`config.mk`:
```
export PLATFORM = sky130hd
export DESIGN_NAME = costas_gain_sched_flat
export DESIGN_NICKNAME = d
export VERILOG_FILES = /design/src/rtl/costas_gain_sched_pkg.sv /design/src/rtl/costas_gain_sched_if.sv /design/src/rtl/costas_gain_sched_err_window_avg.sv /design/src/rtl/costas_gain_sched.sv /design/src/flat_wrapper.sv
export SDC_FILE = /design/constraint.sdc
export NUM_CORES = 1
export LEC_CHECK = 0
export BUFFER_PORTS_ARGS = -buffer_cell sky130_fd_sc_hd__buf_4
export CORE_MARGIN = 10
export CORE_UTILIZATION = 35
export DETAILED_ROUTE_END_ITERATION = 16
export PLACE_DENSITY_LB_ADDON = 0.3
export REMOVE_ABC_BUFFERS = 1
export SETUP_SLACK_MARGIN = 0.15
export SLEW_MARGIN = 15
export SYNTH_ARGS = -nofsm -noshare
export SYNTH_HDL_FRONTEND = slang
export SYNTH_SLANG_ARGS = --single-unit
```
`constraint.sdc`:
```
create_clock -name s00_axis_aclk -period 17.4 [get_ports s00_axis_aclk]
set_input_delay 1.74 -clock s00_axis_aclk [delete_from_list [all_inputs] [get_ports s00_axis_aclk]]
set_output_delay 1.74 -clock s00_axis_aclk [all_outputs]
set_load 0.02 [all_outputs]
```
`src/rtl/costas_gain_sched_pkg.sv`:
```
// Shared types and helpers for the Costas loop gain scheduler.
package costas_pkg;

  localparam int ERR_W  = 16;
  localparam int GAIN_W = 17;

  typedef enum logic [1:0] {
    ST_IDLE    = 2'd0,
    ST_CLEAR   = 2'd1,
    ST_ACQUIRE = 2'd2,
    ST_TRACK   = 2'd3
  } state_e;

  // Magnitude of a two's-complement error; the most negative code maps to the most positive.
  function automatic logic [ERR_W-1:0] abs_sat(input logic signed [ERR_W-1:0] v);
    logic [ERR_W-1:0] r;
    if (v == {1'b1, {(ERR_W-1){1'b0}}}) r = {1'b0, {(ERR_W-1){1'b1}}};
    else if (v[ERR_W-1])                r = ERR_W'(-v);
    else                                r = v;
    return r;
  endfunction

endpackage

```
`src/rtl/costas_gain_sched_if.sv`:
```
// Error stream, gain/threshold configuration and scheduler outputs for the Costas loop.
interface costas_gain_sched_if;
  import costas_pkg::*;

  logic                     enable;
  logic                     err_valid;
  logic signed [ERR_W-1:0]  err_data;
  logic [GAIN_W-1:0]        acq_alpha;
  logic [GAIN_W-1:0]        acq_beta;
  logic [GAIN_W-1:0]        trk_alpha;
  logic [GAIN_W-1:0]        trk_beta;
  logic [ERR_W-1:0]         lock_thresh;
  logic [ERR_W-1:0]         unlock_thresh;
  logic [GAIN_W-1:0]        alpha_out;
  logic [GAIN_W-1:0]        beta_out;
  logic                     gain_update;
  logic                     loop_clear;
  logic                     locked;
  state_e                   state;
  logic [ERR_W-1:0]         window_avg;
  logic [7:0]               retry_count;

  // err_valid qualifies err_data for exactly one cycle; there is no backpressure.
  modport master (
    output enable, err_valid, err_data, acq_alpha, acq_beta, trk_alpha, trk_beta,
           lock_thresh, unlock_thresh,
    input  alpha_out, beta_out, gain_update, loop_clear, locked, state, window_avg, retry_count
  );

  modport slave (
    input  enable, err_valid, err_data, acq_alpha, acq_beta, trk_alpha, trk_beta,
           lock_thresh, unlock_thresh,
    output alpha_out, beta_out, gain_update, loop_clear, locked, state, window_avg, retry_count
  );
endinterface

```
`src/rtl/costas_gain_sched_err_window_avg.sv`:
```
// Accumulates |error| over fixed-size windows and reports each completed window's mean.
module err_window_avg
  import costas_pkg::*;
#(
  parameter int WIN_LOG2 = 4
) (
  input  logic                    clk,
  input  logic                    rst,
  input  logic                    clear,
  input  logic                    sample_en,
  input  logic signed [ERR_W-1:0] err_data,
  output logic                    window_done,
  output logic [ERR_W-1:0]        avg_new,
  output logic [ERR_W-1:0]        avg
);

  localparam int ACC_W = ERR_W + WIN_LOG2;

  logic [ACC_W-1:0]    acc_q;
  logic [ACC_W-1:0]    sum;
  logic [WIN_LOG2-1:0] cnt_q;

  assign sum         = acc_q + ACC_W'(abs_sat(err_data));
  assign window_done = sample_en && (cnt_q == '1);
  // Average including the sample being accepted this cycle, so the controller can act on it now.
  assign avg_new     = ERR_W'(sum >> WIN_LOG2);

  always_ff @(posedge clk or posedge rst) begin
    if (rst) begin
      acc_q <= '0;
      cnt_q <= '0;
      avg   <= '0;
    end else if (clear) begin
      acc_q <= '0;
      cnt_q <= '0;
    end else if (sample_en) begin
      if (window_done) begin
        acc_q <= '0;
        cnt_q <= '0;
        avg   <= avg_new;
      end else begin
        acc_q <= sum;
        cnt_q <= cnt_q + 1'b1;
      end
    end
  end

endmodule

```
`src/rtl/costas_gain_sched.sv`:
```
// Lock detector and gain scheduler: wide gains while acquiring, narrow gains while tracking.
module costas_gain_sched #(
  parameter int WIN_LOG2       = 4,
  parameter int LOCK_WINDOWS   = 3,
  parameter int UNLOCK_WINDOWS = 2,
  parameter int ACQ_TIMEOUT    = 8
) (
  input logic                s00_axis_aclk,
  input logic                s00_axis_areset,
  costas_gain_sched_if.slave bus
);
  import costas_pkg::*;

  state_e            state_q, state_n;
  logic [GAIN_W-1:0] alpha_q, alpha_n, beta_q, beta_n;
  logic              gain_update_q, gain_update_n;
  logic [7:0]        lock_q, lock_n, unlock_q, unlock_n, acq_q, acq_n, retry_q, retry_n;
  logic              sample_en, window_done;
  logic [ERR_W-1:0]  avg_new, avg;

  assign sample_en = bus.enable && bus.err_valid &&
                     (state_q == ST_ACQUIRE || state_q == ST_TRACK);

  err_window_avg #(.WIN_LOG2(WIN_LOG2)) u_win (
    .clk         (s00_axis_aclk),
    .rst         (s00_axis_areset),
    .clear       (state_q == ST_CLEAR),
    .sample_en   (sample_en),
    .err_data    (bus.err_data),
    .window_done (window_done),
    .avg_new     (avg_new),
    .avg         (avg)
  );

  always_ff @(posedge s00_axis_aclk or posedge s00_axis_areset) begin
    if (s00_axis_areset) begin
      state_q       <= ST_IDLE;
      alpha_q       <= '0;
      beta_q        <= '0;
      gain_update_q <= 1'b0;
      lock_q        <= '0;
      unlock_q      <= '0;
      acq_q         <= '0;
      retry_q       <= '0;
    end else begin
      state_q       <= state_n;
      alpha_q       <= alpha_n;
      beta_q        <= beta_n;
      gain_update_q <= gain_update_n;
      lock_q        <= lock_n;
      unlock_q      <= unlock_n;
      acq_q         <= acq_n;
      retry_q       <= retry_n;
    end
  end

  always_comb begin
    state_n  = state_q;
    alpha_n  = alpha_q;
    beta_n   = beta_q;
    lock_n   = lock_q;
    unlock_n = unlock_q;
    acq_n    = acq_q;
    retry_n  = retry_q;
    // Dropping enable wins over anything a completing window would have done.
    if (!bus.enable) begin
      state_n  = ST_IDLE;
      alpha_n  = '0;
      beta_n   = '0;
      lock_n   = '0;
      unlock_n = '0;
      acq_n    = '0;
      retry_n  = '0;
    end else begin
      case (state_q)
        ST_IDLE: begin
          state_n = ST_CLEAR;
          alpha_n = bus.acq_alpha;
          beta_n  = bus.acq_beta;
        end
        ST_CLEAR: begin
          state_n  = ST_ACQUIRE;
          lock_n   = '0;
          unlock_n = '0;
          acq_n    = '0;
        end
        ST_ACQUIRE: begin
          if (window_done) begin
            lock_n = (avg_new < bus.lock_thresh) ? lock_q + 8'd1 : 8'd0;
            acq_n  = acq_q + 8'd1;
            if (lock_n == 8'(LOCK_WINDOWS)) begin
              state_n  = ST_TRACK;
              alpha_n  = bus.trk_alpha;
              beta_n   = bus.trk_beta;
              unlock_n = '0;
            end else if (acq_n == 8'(ACQ_TIMEOUT)) begin
              state_n = ST_CLEAR;
              alpha_n = bus.acq_alpha;
              beta_n  = bus.acq_beta;
              retry_n = (retry_q == 8'hFF) ? retry_q : retry_q + 8'd1;
            end
          end
        end
        ST_TRACK: begin
          if (window_done) begin
            unlock_n = (avg_new > bus.unlock_thresh) ? unlock_q + 8'd1 : 8'd0;
            if (unlock_n == 8'(UNLOCK_WINDOWS)) begin
              state_n = ST_CLEAR;
              alpha_n = bus.acq_alpha;
              beta_n  = bus.acq_beta;
              retry_n = (retry_q == 8'hFF) ? retry_q : retry_q + 8'd1;
            end
          end
        end
        default: state_n = ST_IDLE;
      endcase
    end
    gain_update_n = (alpha_n != alpha_q) || (beta_n != beta_q);
  end

  assign bus.alpha_out   = alpha_q;
  assign bus.beta_out    = beta_q;
  assign bus.gain_update = gain_update_q;
  assign bus.loop_clear  = (state_q == ST_CLEAR);
  assign bus.locked      = (state_q == ST_TRACK);
  assign bus.state       = state_q;
  assign bus.window_avg  = avg;
  assign bus.retry_count = retry_q;

endmodule

```
`src/flat_wrapper.sv`:
```
// flat-port wrapper written by rule: the top's interface ports become plain ports
module costas_gain_sched_flat import costas_pkg::*;
#(
  parameter int WIN_LOG2       = 4,
  parameter int LOCK_WINDOWS   = 3,
  parameter int UNLOCK_WINDOWS = 2,
  parameter int ACQ_TIMEOUT    = 8
)
  (s00_axis_aclk, s00_axis_areset, bus_enable, bus_err_valid, bus_err_data, bus_acq_alpha, bus_acq_beta, bus_trk_alpha, bus_trk_beta, bus_lock_thresh, bus_unlock_thresh, bus_alpha_out, bus_beta_out, bus_gain_update, bus_loop_clear, bus_locked, bus_state, bus_window_avg, bus_retry_count);
  costas_gain_sched_if bus_i ();
  input logic s00_axis_aclk;
  input logic s00_axis_areset;
  input wire logic [$bits(bus_i.enable)-1:0] bus_enable;
  input wire logic [$bits(bus_i.err_valid)-1:0] bus_err_valid;
  input wire logic [$bits(bus_i.err_data)-1:0] bus_err_data;
  input wire logic [$bits(bus_i.acq_alpha)-1:0] bus_acq_alpha;
  input wire logic [$bits(bus_i.acq_beta)-1:0] bus_acq_beta;
  input wire logic [$bits(bus_i.trk_alpha)-1:0] bus_trk_alpha;
  input wire logic [$bits(bus_i.trk_beta)-1:0] bus_trk_beta;
  input wire logic [$bits(bus_i.lock_thresh)-1:0] bus_lock_thresh;
  input wire logic [$bits(bus_i.unlock_thresh)-1:0] bus_unlock_thresh;
  output wire logic [$bits(bus_i.alpha_out)-1:0] bus_alpha_out;
  output wire logic [$bits(bus_i.beta_out)-1:0] bus_beta_out;
  output wire logic [$bits(bus_i.gain_update)-1:0] bus_gain_update;
  output wire logic [$bits(bus_i.loop_clear)-1:0] bus_loop_clear;
  output wire logic [$bits(bus_i.locked)-1:0] bus_locked;
  output wire logic [$bits(bus_i.state)-1:0] bus_state;
  output wire logic [$bits(bus_i.window_avg)-1:0] bus_window_avg;
  output wire logic [$bits(bus_i.retry_count)-1:0] bus_retry_count;
  assign bus_i.enable = bus_enable;
  assign bus_i.err_valid = bus_err_valid;
  assign bus_i.err_data = bus_err_data;
  assign bus_i.acq_alpha = bus_acq_alpha;
  assign bus_i.acq_beta = bus_acq_beta;
  assign bus_i.trk_alpha = bus_trk_alpha;
  assign bus_i.trk_beta = bus_trk_beta;
  assign bus_i.lock_thresh = bus_lock_thresh;
  assign bus_i.unlock_thresh = bus_unlock_thresh;
  assign bus_alpha_out = bus_i.alpha_out;
  assign bus_beta_out = bus_i.beta_out;
  assign bus_gain_update = bus_i.gain_update;
  assign bus_loop_clear = bus_i.loop_clear;
  assign bus_locked = bus_i.locked;
  assign bus_state = bus_i.state;
  assign bus_window_avg = bus_i.window_avg;
  assign bus_retry_count = bus_i.retry_count;
  costas_gain_sched #(.WIN_LOG2(WIN_LOG2), .LOCK_WINDOWS(LOCK_WINDOWS), .UNLOCK_WINDOWS(UNLOCK_WINDOWS), .ACQ_TIMEOUT(ACQ_TIMEOUT)) u_core (.s00_axis_aclk(s00_axis_aclk), .s00_axis_areset(s00_axis_areset), .bus(bus_i));
endmodule
```
* Yosys cells after proc, flatten, opt, wreduce, memory -nomap -nowiden
Cells that the tools add are included.
** Cells by class
- Order comparisons :: 2
- Mux-type cells :: 50
- Reductions and logical operators :: 12
- Bitwise operators :: 1
- Equality and inequality tests :: 21
- Add/sub/neg operators :: 7
** Operators by type and width (number)
- 2-to-1 mux 17 bit :: 12
- 2-to-1 mux 8 bit :: 17
- one-hot mux 17 bit (3 select lines) :: 2
- 2-to-1 mux 20 bit :: 3
- one-hot mux 8 bit (2 select lines) :: 3
- != test 17 bit :: 2
- adder 8 x 1 -> 8 bit (second input constant) :: 4
- 2-to-1 mux 16 bit :: 2
- one-hot mux 8 bit (3 select lines) :: 1
- adder 20 x 16 -> 20 bit :: 1
- equality test 16 bit (second input constant) :: 1
- equality test 8 x 2 -> 1 bit (second input constant) :: 2
- greater-than comparator 16 bit :: 1
- less-than comparator 16 bit :: 1
- negation 16 bit :: 1
- 2-to-1 mux 2 bit :: 6
- 2-to-1 mux 4 bit :: 3
- != test 3 bit (second input constant) :: 4
- equality test 8 x 4 -> 1 bit (second input constant) :: 1
- equality test 8 bit (second input constant) :: 1
- one-hot mux 2 bit (4 select lines) :: 1
- AND reduction 4 bit :: 2
- != test 3 x 1 -> 1 bit (second input constant) :: 2
- != test 3 x 2 -> 1 bit (second input constant) :: 2
- 14 further kinds :: 18
** Word-level totals
- Bits in registers :: 109
- Output and inout port bits :: 63
- Bits of input ports :: 120

* Depth between registers and ports, before layout
Gate-level depths: netlist (run 1).
- Depth after elaboration :: 13
- Mapped depth :: 36

* Cells and area by module
From an unflattened synthesis (run 1), not the netlist that was laid out.
** Second synthesis, totals
- Cells, all modules :: 1330
- Area total of the unflattened synthesis :: 10319.9 sq um
** Modules (own cells, without submodules)
- costas_gain_sched :: seq. area each 1726.7 sq um, cells each 1029, area an instance 7516.0 sq um, times used 1
- err_window_avg :: seq. area each 1001.0 sq um, cells each 301, area an instance 2803.9 sq um, times used 1

* Worst setup path before layout (run 1)
OpenSTA, ideal clock, no wires.
- Path kind :: input to register
- Start :: input port bus_err_data[0]
- End :: register u_core.gain_update_q, in the netlist u_core.bus.gain_update
- Path buffers :: 1
- Arrival :: 8.861 ns
- Path slack :: 8.400 ns
- Stages :: 34
- Setup time :: 0.139 ns
- Cells stage by stage :: inv_1 -> ha_1 -> nand2b_1 -> or4_1 -> or4_1 -> inv_1 -> nand2_1 -> nand2_1 -> ha_1 -> inv_1 -> fa_1 -> nor2b_1 -> o21a_1 -> o21a_1 -> nor4_1 -> o31ai_1 -> nor4_1 -> o41a_1 -> o21ai_0 -> nand3_1 -> xnor2_1 -> ha_1 -> and4_1 -> o211ai_1 -> o211a_1 -> buf_2 -> nand3_2 -> o211ai_2 -> o311ai_1 -> and4_1 -> or4_4 -> a2111oi_2 -> nand4_1 -> or4_1
** Between the ends
- Longest elaborated chain between the ends :: 13
** RTL lines
- start, declared :: RTL line flat_wrapper.sv:15 : input wire logic [$bits(bus_i.err_data)-1:0] bus_err_data;
- negation 16 bit :: RTL line costas_gain_sched_pkg.sv:18 : else if (v[ERR_W-1]) r = ERR_W'(-v);
- 2-to-1 mux 16 bit :: RTL line costas_gain_sched_pkg.sv:18
- 2-to-1 mux 16 bit (*) :: RTL line costas_gain_sched_pkg.sv:17 : if (v == {1'b1, {(ERR_W-1){1'b0}}}) r = {1'b0, {(ERR_W-1){1'b1}}};
- adder 20 x 16 -> 20 bit (*) :: RTL line costas_gain_sched_err_window_avg.sv:23 : assign sum = acc_q + ACC_W'(abs_sat(err_data));
- net u_core.avg_new[14] :: RTL line costas_gain_sched.sv:19 : logic [ERR_W-1:0] avg_new, avg;
- greater-than comparator 16 bit / less-than comparator 16 bit (equally long branches) :: RTL line costas_gain_sched.sv:106, costas_gain_sched.sv:89
- 2-to-1 mux 8 bit, on equally long branches :: RTL line costas_gain_sched.sv:106, costas_gain_sched.sv:89
- equality test 8 x 2 -> 1 bit, on equally long branches :: RTL line costas_gain_sched.sv:107, costas_gain_sched.sv:91
- 2-to-1 mux 17 bit, on equally long branches :: RTL line costas_gain_sched.sv:107, costas_gain_sched.sv:91
- 2-to-1 mux 17 bit, on equally long branches :: RTL line costas_gain_sched.sv:105, costas_gain_sched.sv:88
- one-hot mux 17 bit (3 select lines) :: RTL line costas_gain_sched.sv:75 : case (state_q)
- 2-to-1 mux 17 bit :: RTL line costas_gain_sched.sv:66 : if (!bus.enable) begin
- != test 17 bit :: RTL line costas_gain_sched.sv:118 : gain_update_n = (alpha_n != alpha_q) || (beta_n != beta_q);
- logical OR 1 bit (*) :: RTL line costas_gain_sched.sv:118
- net u_core.gain_update_n :: RTL line costas_gain_sched.sv:16 : logic gain_update_q, gain_update_n;
- end signal, assigned :: RTL line costas_gain_sched.sv:49 : gain_update_q <= gain_update_n;
- end, declared :: RTL line costas_gain_sched.sv:16
The timed path passes the listed nets; every way through them passes the cells marked *.
A chain may end at the register's enable or synchronous reset.

* Worst setup path after layout (run 1)
Ends and elaborated chain as after synthesis.

==> results of run 1 <==
[power by group]
group          internal, uW  leakage (uW)  switching [uW]
clock                   119      0.000163             118
combinational           110       0.00377             170
sequential              265       0.00149            28.9
[placed cells by master (no fill, tap or decap), drive strengths merged, types with 16 or more instances in the layout]
cell    Yosys  layout
nor2       84      84
o21ai     120     120
nand2     134     134
o211a      17      17
nand4      24      24
nor3       17      17
nand3      32      32
a221oi     20      20
nor4       21      21
nor2b      16      16
a31oi      27      27
buf        23     201
a21oi      85      85
a22o       18      18
xor2       21      21
dfrtp     109     109
mux2       21      21
inv        75      79
o211ai     20      20
xnor2      19      19
ha         57      57
[worst max-delay path: cells and delay by family]
kind	cells	cell delay, ps
AND/OR/NAND/NOR	15	4580
XOR/XNOR	1	410
adder cells (fa/ha/maj)	4	1100
AO/OA/AOI/OAI	10	2830
buffers and inverters	4	320
[metal layers]
layer  GRT usage  share of wire  routed length [um]
met4     0.07814          0.030                1198
met5           0              0                   0
met3     0.05447           0.10                4148
met2      0.3243           0.44               17490
met1      0.2938           0.43               17250
[worst min path at each step]
stage	start	end	cells after the start
6_report	u_core.u_win.avg[0]	u_core.u_win.avg[0]	2
5_1_grt	u_core.u_win.avg[0]	u_core.u_win.avg[0]	2
4_1_cts	u_core.u_win.avg[0]	u_core.u_win.avg[0]	2
3_5_place_dp	u_core.u_win.avg[0]	u_core.u_win.avg[0]	2
3_3_place_gp	u_core.u_win.avg[0]	u_core.u_win.avg[0]	2
2_1_floorplan	u_core.acq_q[7]	u_core.acq_q[7]	1
[kinds of logic (layout without fill, tap and decap cells)]
group | after synthesis | in the layout | synth area share
simple gates | 411 | 411 | 0.2103
fa+ha+maj | 58 | 58 | 0.07376
compound gates | 449 | 449 | 0.3091
buf+inv | 152 | 292 | 0.06130
xor+xnor | 40 | 40 | 0.03524
flops | 109 | 109 | 0.2744
other cells | 0 | 1 | 0
mux | 33 | 33 | 0.03587
[through the flow]
step	area (um^2)	hold slack [ps]	total power [uW]	utilization
6_report	11950	489.1	810.4	0.4277
5_1_grt	11950	531.3	851.7	0.4276
4_1_cts	11950	497.1	808.1	0.4276
3_5_place_dp	11610	479.3	570.1	0.4157
3_3_place_gp	11610	468.0	568.0	0.4157
2_1_floorplan	9613	452.3	450.1	-
[flip-flops by register name (all words and copies together), names as in the netlist]
register and count:
u_core.u_win.avg 16, u_core.bus.beta_out 17, u_core.bus.gain_update 1, u_core.acq_q 8, u_core.bus.state 2, u_core.unlock_q 8, u_core.bus.alpha_out 17, u_core.u_win.acc_q 20
u_core.bus.retry_count 8, u_core.lock_q 8, u_core.u_win.cnt_q 4
[layout make-up]
| cell class | instances | area, um^2 |
|---|---|---|
| Fill cell | 2868 | 15990 |
| Inverter | 75 | 284.0 |
| Clock buffer | 9 | 225.2 |
| Clock inverter | 7 | 107.6 |
| Timing Repair Buffer | 201 | 1509 |
| Multi-Input combinational cell | 991 | 6619 |
| Sequential cell | 109 | 2728 |
| Antenna cell | 1 | 2.502 |
| Tap cell | 378 | 473.0 |
==> metrics.log, run 1 <==
[metrics] status: finished clean
[metrics] cell leakage power: 0.005428 uW
[metrics] detailed-route vias per instance: 6.177
[metrics] Worst Skew: 21.36 ps
[metrics] Arrival @ worst endpoint: 10980 ps
[metrics] Post-layout nets: 1565
[metrics] Post-CTS Hold Buffers: 0
[metrics] Critical path destination: u_core.bus.gain_update
[metrics] estimated wirelength of the detail-placed design: 29110 um
[metrics] setup TNS after final layout: 0 ps
[metrics] total routing resource utilization after global routing: 0.2164
[metrics] pin count of the biggest net entering global routing: 65
[metrics] CTS max path bufs: 2
[metrics] total setup buffers inserted after CTS: 0
[metrics] Cell Rows: 61
[metrics] final weighted congestion of routability-driven global placement: 0.9755
[metrics] Post-route DRC: 0
[metrics] WL per Instance: 22.63 um
[metrics] dominant synthesized flop cell: sky130_fd_sc_hd__dfrtp_1
[metrics] number of synthesis warnings: 0
[metrics] Port Buffer Count: 182
[metrics] number of slew-limit violations in the final report: 0
[metrics] Setup WS post-layout: 6657 ps
[metrics] post-placement setup slack: 6546 ps
[metrics] vias in the first global route: 10750
[metrics] Peak VDD IR: 0.00004469 V
[metrics] first element of the critical path: bus_err_data[0]
[metrics] Final period util: 0.6174
[metrics] post-route non-filler standard cell count: 1771
[metrics] worst flop-to-flop path endpoint: u_core.bus.gain_update
[metrics] vias after detailed routing: 10940
[metrics] Worst Path Max Fanout: 18
[metrics] Commonest cells post-synth: 133 x sky130_fd_sc_hd__nand2_1, 117 x sky130_fd_sc_hd__o21ai_0, 109 x sky130_fd_sc_hd__dfrtp_1
[metrics] Post-DRT Antenna Nets: 0
[metrics] count of cells along the worst register-to-register path: 25
[metrics] number of antenna violations at the first check in global routing: 1
[metrics] wire length of the first global-routing pass: 62420 um
[metrics] number of I/O pins: 183
[metrics] number of sinks handled by clock tree synthesis: 109
[metrics] launch instance of the worst register-to-register path: u_core.u_win.acc_q[0]
[metrics] Total Wirelength: 40080 um
[metrics] starting density of the core: 0.3559
[metrics] CP max-delay cell: sky130_fd_sc_hd__nor2_2
[metrics] async set or reset register ratio after synthesis: 1.000
[metrics] max_slew headroom: 0.3470
[metrics] Max-cap violations: 0
[metrics] endpoint type of the worst setup path: register
[metrics] power density relative to cell area: 67.83 nW/um^2
[metrics] area of the die: 35540 um^2
[metrics] library cell occupying the most area in the post-synthesis netlist: sky130_fd_sc_hd__dfrtp_1
[metrics] quantity of gates resized following cts: 0
[metrics] total instance count after detailed placement: 1754
[metrics] type of the tightest min-delay check: reg -> reg
[metrics] ratio of cells with drive above 1 in the final layout: 0.1897
[metrics] endpoints failing hold: 0
[metrics] # setup viols final: 0
[metrics] min cycle time layout: 10740 ps
[metrics] CTS tree: done
[metrics] area growth from synthesis to layout: 20.19%
[metrics] number of iterations in the first detailed-routing pass: 5
[metrics] area of the core: 27930 um^2
[metrics] grt ovf: 0
[metrics] biggest cell delay along the critical path: 690 ps
[metrics] leading post-synthesis cells by cell area: sky130_fd_sc_hd__dfrtp_1 27%, sky130_fd_sc_hd__ha_1 7.2%, sky130_fd_sc_hd__o21ai_0 5.9%, sky130_fd_sc_hd__nand2_1 5.0%, sky130_fd_sc_hd__a21oi_1 4.3%
[metrics] setup slack of the most critical reg-to-reg path: 9660 ps
[metrics] number of CTS-inserted buffers: 9
[metrics] root cell of the clock tree: sky130_fd_sc_hd__clkbuf_16
[metrics] setup repair after global routing missed its margin: false
[metrics] WP data required: 17640 ps
[metrics] DIE HEIGHT: 188.5 um
[metrics] area of the mapped netlist: 9941 um^2
[metrics] distinct cell type count after synthesis: 84
[metrics] top-area cell type share of the netlist area: 0.2744
[metrics] cell repeated most along the worst path: sky130_fd_sc_hd__or4_1
[metrics] H-tree levels: 3
[metrics] clock transition at the registers of the reported paths: 80 ps
[metrics] flip-flop and latch count after synthesis: 109
[metrics] per-instance average area after synthesis: 7.940 um^2
[metrics] Startpoint Class: input pin
[metrics] dominant cell by count in the synthesized netlist: sky130_fd_sc_hd__nand2_1
[metrics] count of flip-flops with a built-in enable after synthesis: 0
[metrics] Fmax: 93.08 MHz
[metrics] portion of the post-synthesis area used by sequential elements: 0.2744
[metrics] clk_lat worst skew: 370 ps
[metrics] Initial DRC Count: 1425
[metrics] critical setup path kind: in -> reg
[metrics] transition at the pin with the smallest max-transition slack: 979.5 ps
[metrics] width of the chip: 188.5 um
[metrics] number of instances in the synthesized netlist: 1252
Note: power is estimated with default switching activity, not from simulation.
==> inputs of run 2 (changes only) <==
==> constraint.sdc (replaced) <==
create_clock -name s00_axis_aclk -period 9.5 [get_ports s00_axis_aclk]
set_input_delay 0.95 -clock s00_axis_aclk [delete_from_list [all_inputs] [get_ports s00_axis_aclk]]
set_output_delay 0.95 -clock s00_axis_aclk [all_outputs]
set_load 0.02 [all_outputs]
==> metrics.log, run 2 (synthesis results as in run 1) <==
[metrics] quantity of gates resized following cts: 0
[metrics] power density relative to cell area: 123.3 nW/um^2
[metrics] Buffers & Inverters on Critical Path: 6
[metrics] WL per Instance: 23.48 um
[metrics] clock group share of total power: 0.288
[metrics] number of sinks handled by clock tree synthesis: 109
[metrics] vias after detailed routing: 11060
[metrics] Post-DRT Antenna Nets: 0
[metrics] setup TNS after final layout: 0 ps
[metrics] clk_lat worst skew: 390 ps
[metrics] Pint: 882.4 uW
[metrics] # setup viols final: 0
[metrics] vias in the first global route: 10750
[metrics] detailed-route vias per instance: 6.197
[metrics] setup repair after global routing missed its margin: false
[metrics] total routing resource utilization after global routing: 0.2261
[metrics] CTS tree: done
[metrics] Critical path destination: u_core.bus.gain_update
[metrics] critical setup path kind: in -> reg
[metrics] cell leakage power: 0.005482 uW
[metrics] Post-route DRC: 0
[metrics] number of antenna violations at the first check in global routing: 1
[metrics] max_slew headroom: 0.2994
[metrics] H-tree levels: 3
[metrics] Post-CTS Hold Buffers: 0
[metrics] Initial DRC Count: 1633
[metrics] final weighted congestion of routability-driven global placement: 1.006
[metrics] root cell of the clock tree: sky130_fd_sc_hd__clkbuf_16
[metrics] first element of the critical path: bus_err_data[0]
[metrics] Fmax: 111.5 MHz
[metrics] commonest non-fill, non-tap cell in the layout: sky130_fd_sc_hd__buf_4
[metrics] sequential share of power: 0.364
[metrics] area of the die: 35540 um^2
[metrics] net switching fraction of the power: 0.4063
[metrics] Peak VDD IR: 0.00009348 V
[metrics] cell repeated most along the worst path: sky130_fd_sc_hd__or4_1
[metrics] endpoints failing hold: 0
[metrics] total stage count of the critical path: 35
[metrics] setup slack of the most critical reg-to-reg path: 2500 ps
[metrics] number of I/O pins: 183
[metrics] kind of cell with the highest combined delay on the critical path: simple AND/OR/NAND/NOR gates
[metrics] area of all sequential standard cells: 2728 um^2
[metrics] type of the tightest min-delay check: reg -> reg
[metrics] area growth from synthesis to layout: 21.28%
[metrics] Arrival @ worst endpoint: 9220 ps
[metrics] Worst Skew: 19.49 ps
[metrics] WP data required: 9750 ps
[metrics] max reg flops: 20
[metrics] proportion of power drawn by combinational gates: 0.347
[metrics] number of iterations in the first detailed-routing pass: 6
[metrics] Setup WS post-layout: 530.0 ps
[metrics] estimated wirelength of the detail-placed design: 30740 um
[metrics] clock transition at the registers of the reported paths: 100 ps
[metrics] Reg with most FFs: u_core.u_win.acc_q
[metrics] Startpoint Class: input pin
[metrics] wire length of the first global-routing pass: 64160 um
[metrics] width of the chip: 188.5 um
[metrics] biggest cell delay along the critical path: 770 ps
[metrics] grt ovf: 0
[metrics] min cycle time layout: 8970 ps
[metrics] Max-cap violations: 0
[metrics] CP max-delay cell: sky130_fd_sc_hd__o311ai_0
[metrics] number of inserted filler cells in the final layout: 2863
[metrics] number of slew-limit violations in the final report: 0
[metrics] area of the core: 27930 um^2
[metrics] pin count of the biggest net entering global routing: 62
[metrics] worst hold path depth: 2
[metrics] Post-layout nets: 1578
[metrics] Total Wirelength: 41890 um
[metrics] status: finished clean
[metrics] commonest non-fill, non-tap cells in the layout: 214 x sky130_fd_sc_hd__buf_4, 133 x sky130_fd_sc_hd__nand2_1, 116 x sky130_fd_sc_hd__o21ai_0
[metrics] Cell Rows: 61
[metrics] number of CTS-inserted buffers: 9
[metrics] launch instance of the worst register-to-register path: u_core.u_win.acc_q[0]
[metrics] Port Buffer Count: 182
[metrics] area occupied by multi-input gates: 6644 um^2
[metrics] count of cells along the worst register-to-register path: 26
[metrics] Worst Path Max Fanout: 15
[metrics] endpoint type of the worst setup path: register
[metrics] DIE HEIGHT: 188.5 um
[metrics] switching power: 603.8 uW
[metrics] post-placement setup slack: 127.0 ps
[metrics] CTS max path bufs: 2
[metrics] transition at the pin with the smallest max-transition slack: 1051 ps
[metrics] Final period util: 0.9442
[metrics] ratio of cells with drive above 1 in the final layout: 0.1993
[metrics] starting density of the core: 0.3559
[metrics] worst flop-to-flop path endpoint: u_core.bus.gain_update
[metrics] total setup buffers inserted after CTS: 0
## run 2: power groups by stage
| stage | Combinational (uW) | Clock [uW] | Sequential [uW] |
|---|---|---|---|
| detailed placement | 506 | 0 | 547 |
| global route | 561 | 450 | 543 |
| floorplan | 276 | 0 | 548 |
| global placement | 506 | 0 | 547 |
| finish | 516 | 429 | 541 |
| CTS | 508 | 431 | 538 |
## run 2: per-stage QoR
step	instance area, um^2	hold slack (ps)	utilization	cells	total power [uW]
CTS	12030	504.4	0.4306	1783	1478
floorplan	9613	452.3	-	1175	824.4
global route	12060	532.5	0.4316	1784	1553
detailed placement	11710	492.6	0.4192	1767	1053
finish	12060	512.1	0.4316	1784	1486
global placement	11710	480.0	0.4192	1767	1053
## run 2: worst min-delay path by stage
stage                           from                     to  slack, ps
2_1_floorplan        u_core.acq_q[7]        u_core.acq_q[7]        450
4_1_cts              u_core.acq_q[7]        u_core.acq_q[7]        500
3_5_place_dp         u_core.acq_q[7]        u_core.acq_q[7]        490
5_1_grt          u_core.u_win.avg[4]    u_core.u_win.avg[4]        530
3_3_place_gp   u_core.u_win.acc_q[4]  u_core.u_win.acc_q[4]        480
6_report       u_core.u_win.acc_q[4]  u_core.u_win.acc_q[4]        510
## run 2: cell type report
| type | count | area share |
|---|---|---|
| Clock buffer | 9 | 0.01868 |
| Antenna cell | 1 | 0.0002076 |
| Tap cell | 378 | 0.03923 |
| Sequential cell | 109 | 0.2262 |
| Timing Repair Buffer | 214 | 0.1332 |
| Multi-Input combinational cell | 991 | 0.5511 |
| Clock inverter | 7 | 0.007783 |
| Inverter | 75 | 0.02356 |
## run 2: worst register-to-register path, cell delays in order, from the launching register on
cell,delay (ps)
sky130_fd_sc_hd__dfrtp_1,370
sky130_fd_sc_hd__ha_1,170
sky130_fd_sc_hd__inv_1,60
sky130_fd_sc_hd__fa_1,410
sky130_fd_sc_hd__nor2b_1,180
sky130_fd_sc_hd__o21a_1,150
sky130_fd_sc_hd__o21a_1,140
sky130_fd_sc_hd__nor4_1,70
sky130_fd_sc_hd__o31ai_1,370
sky130_fd_sc_hd__nor4_1,100
sky130_fd_sc_hd__o41a_1,470
sky130_fd_sc_hd__o21ai_0,180
sky130_fd_sc_hd__buf_4,150
sky130_fd_sc_hd__nand3_1,90
sky130_fd_sc_hd__xnor2_1,380
sky130_fd_sc_hd__ha_1,350
sky130_fd_sc_hd__and4_1,230
sky130_fd_sc_hd__o211ai_1,100
sky130_fd_sc_hd__o211a_1,310
sky130_fd_sc_hd__buf_4,200
sky130_fd_sc_hd__nand3_4,290
sky130_fd_sc_hd__o311ai_0,780
sky130_fd_sc_hd__or4_1,200
sky130_fd_sc_hd__nand4_1,110
sky130_fd_sc_hd__nor4_1,360
sky130_fd_sc_hd__nand4_1,150
sky130_fd_sc_hd__or4_1,520
## run 2: layer usage
metal	up-vias	part of all wire	global-route usage
met4	0	0.030	0.08394
met2	616	0.44	0.3449
met5	-	0	0
li1	5038	-	-
met1	5293	0.43	0.3064
met3	108	0.093	0.04819
==> inputs of run 3 (changes only) <==
--- a/config.mk
+++ b/config.mk
@@ -10,6 +10,7 @@
 export CORE_UTILIZATION = 35
 export DETAILED_ROUTE_END_ITERATION = 16
 export PLACE_DENSITY_LB_ADDON = 0.3
+export RECOVER_POWER = 50
 export REMOVE_ABC_BUFFERS = 1
 export SETUP_SLACK_MARGIN = 0.15
 export SLEW_MARGIN = 15
==> constraint.sdc (replaced) <==
create_clock -name s00_axis_aclk -period 9.5 [get_ports s00_axis_aclk]
set_input_delay 0.475 -clock s00_axis_aclk [delete_from_list [all_inputs] [get_ports s00_axis_aclk]]
set_output_delay 0.475 -clock s00_axis_aclk [all_outputs]
set_load 0.02 [all_outputs]
==> metrics.log, run 3 (synthesis results as in run 1) <==
[metrics] Port Buffer Count: 182
[metrics] Overall Power: 1463 uW
[metrics] grt ovf: 0
[metrics] wire length of the first global-routing pass: 63620 um
[metrics] area growth from synthesis to layout: 18.64%
[metrics] vias after detailed routing: 11040
[metrics] power density relative to cell area: 124.1 nW/um^2
[metrics] cell area after layout: 11790 um^2
[metrics] clock transition at the registers of the reported paths: 90 ps
[metrics] number of inserted filler cells in the final layout: 2918
[metrics] DIE HEIGHT: 188.5 um
[metrics] Total Wirelength: 40770 um
[metrics] Worst Skew: 19.63 ps
[metrics] biggest cell delay along the critical path: 580 ps
[metrics] area occupied by multi-input gates: 6620 um^2
[metrics] Post-route DRC: 0
[metrics] WL per Instance: 22.88 um
[metrics] final weighted congestion of routability-driven global placement: 0.9906
[metrics] CP max-delay cell: sky130_fd_sc_hd__or4_1
[metrics] total routing resource utilization after global routing: 0.2212
[metrics] pin count of the biggest net entering global routing: 69
[metrics] commonest non-fill, non-tap cells in the layout: 149 x sky130_fd_sc_hd__buf_4, 133 x sky130_fd_sc_hd__nand2_1, 115 x sky130_fd_sc_hd__o21ai_0
[metrics] Reg with most FFs: u_core.u_win.acc_q
[metrics] estimated wirelength of the detail-placed design: 29670 um
[metrics] Worst Path Max Fanout: 19
[metrics] CTS tree: done
[metrics] violated checks: capacitance limit, slew limit
[metrics] Max-cap violations: 2
[metrics] setup repair after global routing missed its margin: false
[metrics] post-placement setup slack: 374.9 ps
[metrics] WP data required: 9740 ps
[metrics] number of sinks handled by clock tree synthesis: 109
[metrics] type of the tightest min-delay check: in -> reg
[metrics] total setup buffers inserted after CTS: 0
[metrics] Post-layout nets: 1576
[metrics] Setup WS post-layout: 771.2 ps
[metrics] setup TNS after final layout: 0 ps
[metrics] smallest hold slack: 470.0 ps
[metrics] Peak VDD IR: 0.00008027 V
[metrics] Fmax: 114.6 MHz
[metrics] number of CTS-inserted buffers: 9
[metrics] Startpoint Class: input pin
[metrics] setup slack of the most critical reg-to-reg path: 2300 ps
[metrics] area of the die: 35540 um^2
[metrics] area of all sequential standard cells: 2728 um^2
[metrics] transition at the pin with the smallest max-transition slack: 3382 ps
[metrics] min cycle time layout: 8729 ps
[metrics] H-tree levels: 3
[metrics] max reg flops: 20
[metrics] critical setup path kind: in -> reg
[metrics] Arrival @ worst endpoint: 8970 ps
[metrics] Initial DRC Count: 1431
[metrics] root cell of the clock tree: sky130_fd_sc_hd__clkbuf_16
[metrics] area of the core: 27930 um^2
[metrics] commonest non-fill, non-tap cell in the layout: sky130_fd_sc_hd__buf_4
[metrics] vias in the first global route: 10670
[metrics] detailed-route vias per instance: 6.194
[metrics] kind of cell with the highest combined delay on the critical path: simple AND/OR/NAND/NOR gates
[metrics] cell repeated most along the worst path: sky130_fd_sc_hd__or4_1
[metrics] CTS max path bufs: 2
[metrics] endpoint type of the worst setup path: register
[metrics] Post-DRT Antenna Nets: 0
[metrics] clk_lat worst skew: 370 ps
[metrics] # setup viols final: 0
[metrics] number of slew-limit violations in the final report: 112
[metrics] area after detailed placement: 11700 um^2
[metrics] endpoints failing hold: 0
[metrics] number of antenna violations at the first check in global routing: 0
[metrics] width of the chip: 188.5 um
[metrics] Buffers & Inverters on Critical Path: 4
[metrics] starting density of the core: 0.3559
[metrics] status: finished, violations left
[metrics] Cell Rows: 61
[metrics] ratio of cells with drive above 1 in the final layout: 0.1518
[metrics] cell leakage power: 0.005216 uW
[metrics] max_slew headroom: -1.267
[metrics] Final period util: 0.9188
[metrics] number of iterations in the first detailed-routing pass: 6
[metrics] Post-CTS Hold Buffers: 0
[metrics] number of I/O pins: 183
[run 3: area by class of cell]
cell class,instances,area share
antenna,1,0.0002122
multi-input combinational,991,0.5613
inverter,75,0.02398
timing repair buffer,212,0.1152
clock inverter,7,0.008805
clock buffer,9,0.01910
sequential,109,0.2313
tap,378,0.04010
[run 3: worst paths after layout]
kind | start | end | cells past startpoint
setup reg to reg | u_core.u_win.acc_q[1] | u_core.bus.gain_update | 23
max in group asynchronous | s00_axis_areset | u_core.lock_q[2] | 3
setup / recovery | bus_err_data[0] | u_core.bus.gain_update | 34
hold reg to reg | u_core.u_win.acc_q[3] | u_core.u_win.acc_q[3] | 2
min in group asynchronous | s00_axis_areset | u_core.unlock_q[4] | 2
hold / removal | bus_acq_beta[13] | u_core.bus.beta_out[13] | 3
[run 3: per-layer routing]
layer  vias to the layer above  GRT usage  wire (um)
met5                         -          0          0
met4                         0    0.06349       1169
met3                        88    0.05447       4141
met2                       627     0.3322      17740
met1                      5298     0.3063      17710
li1                       5025          -          -
[run 3: repair_timing]
action	4_1_cts	5_1_grt
endpoints found under the setup margin	0	1
hold endpoints to repair	0	0
resized for setup	0	3
[run 3: tightest hold or removal path, stage by stage]
cell and delay (ps):
sky130_fd_sc_hd__buf_4 90, sky130_fd_sc_hd__a21oi_1 70, sky130_fd_sc_hd__a31oi_1 150
[run 3: where the power goes]
part           switching, uW  internal [uW]
combinational            314            187
clock                    227            197
sequential              53.8            486
[run 3: metrics by stage]
stage | std cells | util
2_1_floorplan | 1175 | -
3_3_place_gp | 1765 | 0.4187
3_5_place_dp | 1765 | 0.4187
4_1_cts | 1781 | 0.4304
5_1_grt | 1781 | 0.4221
6_report | 1782 | 0.4222
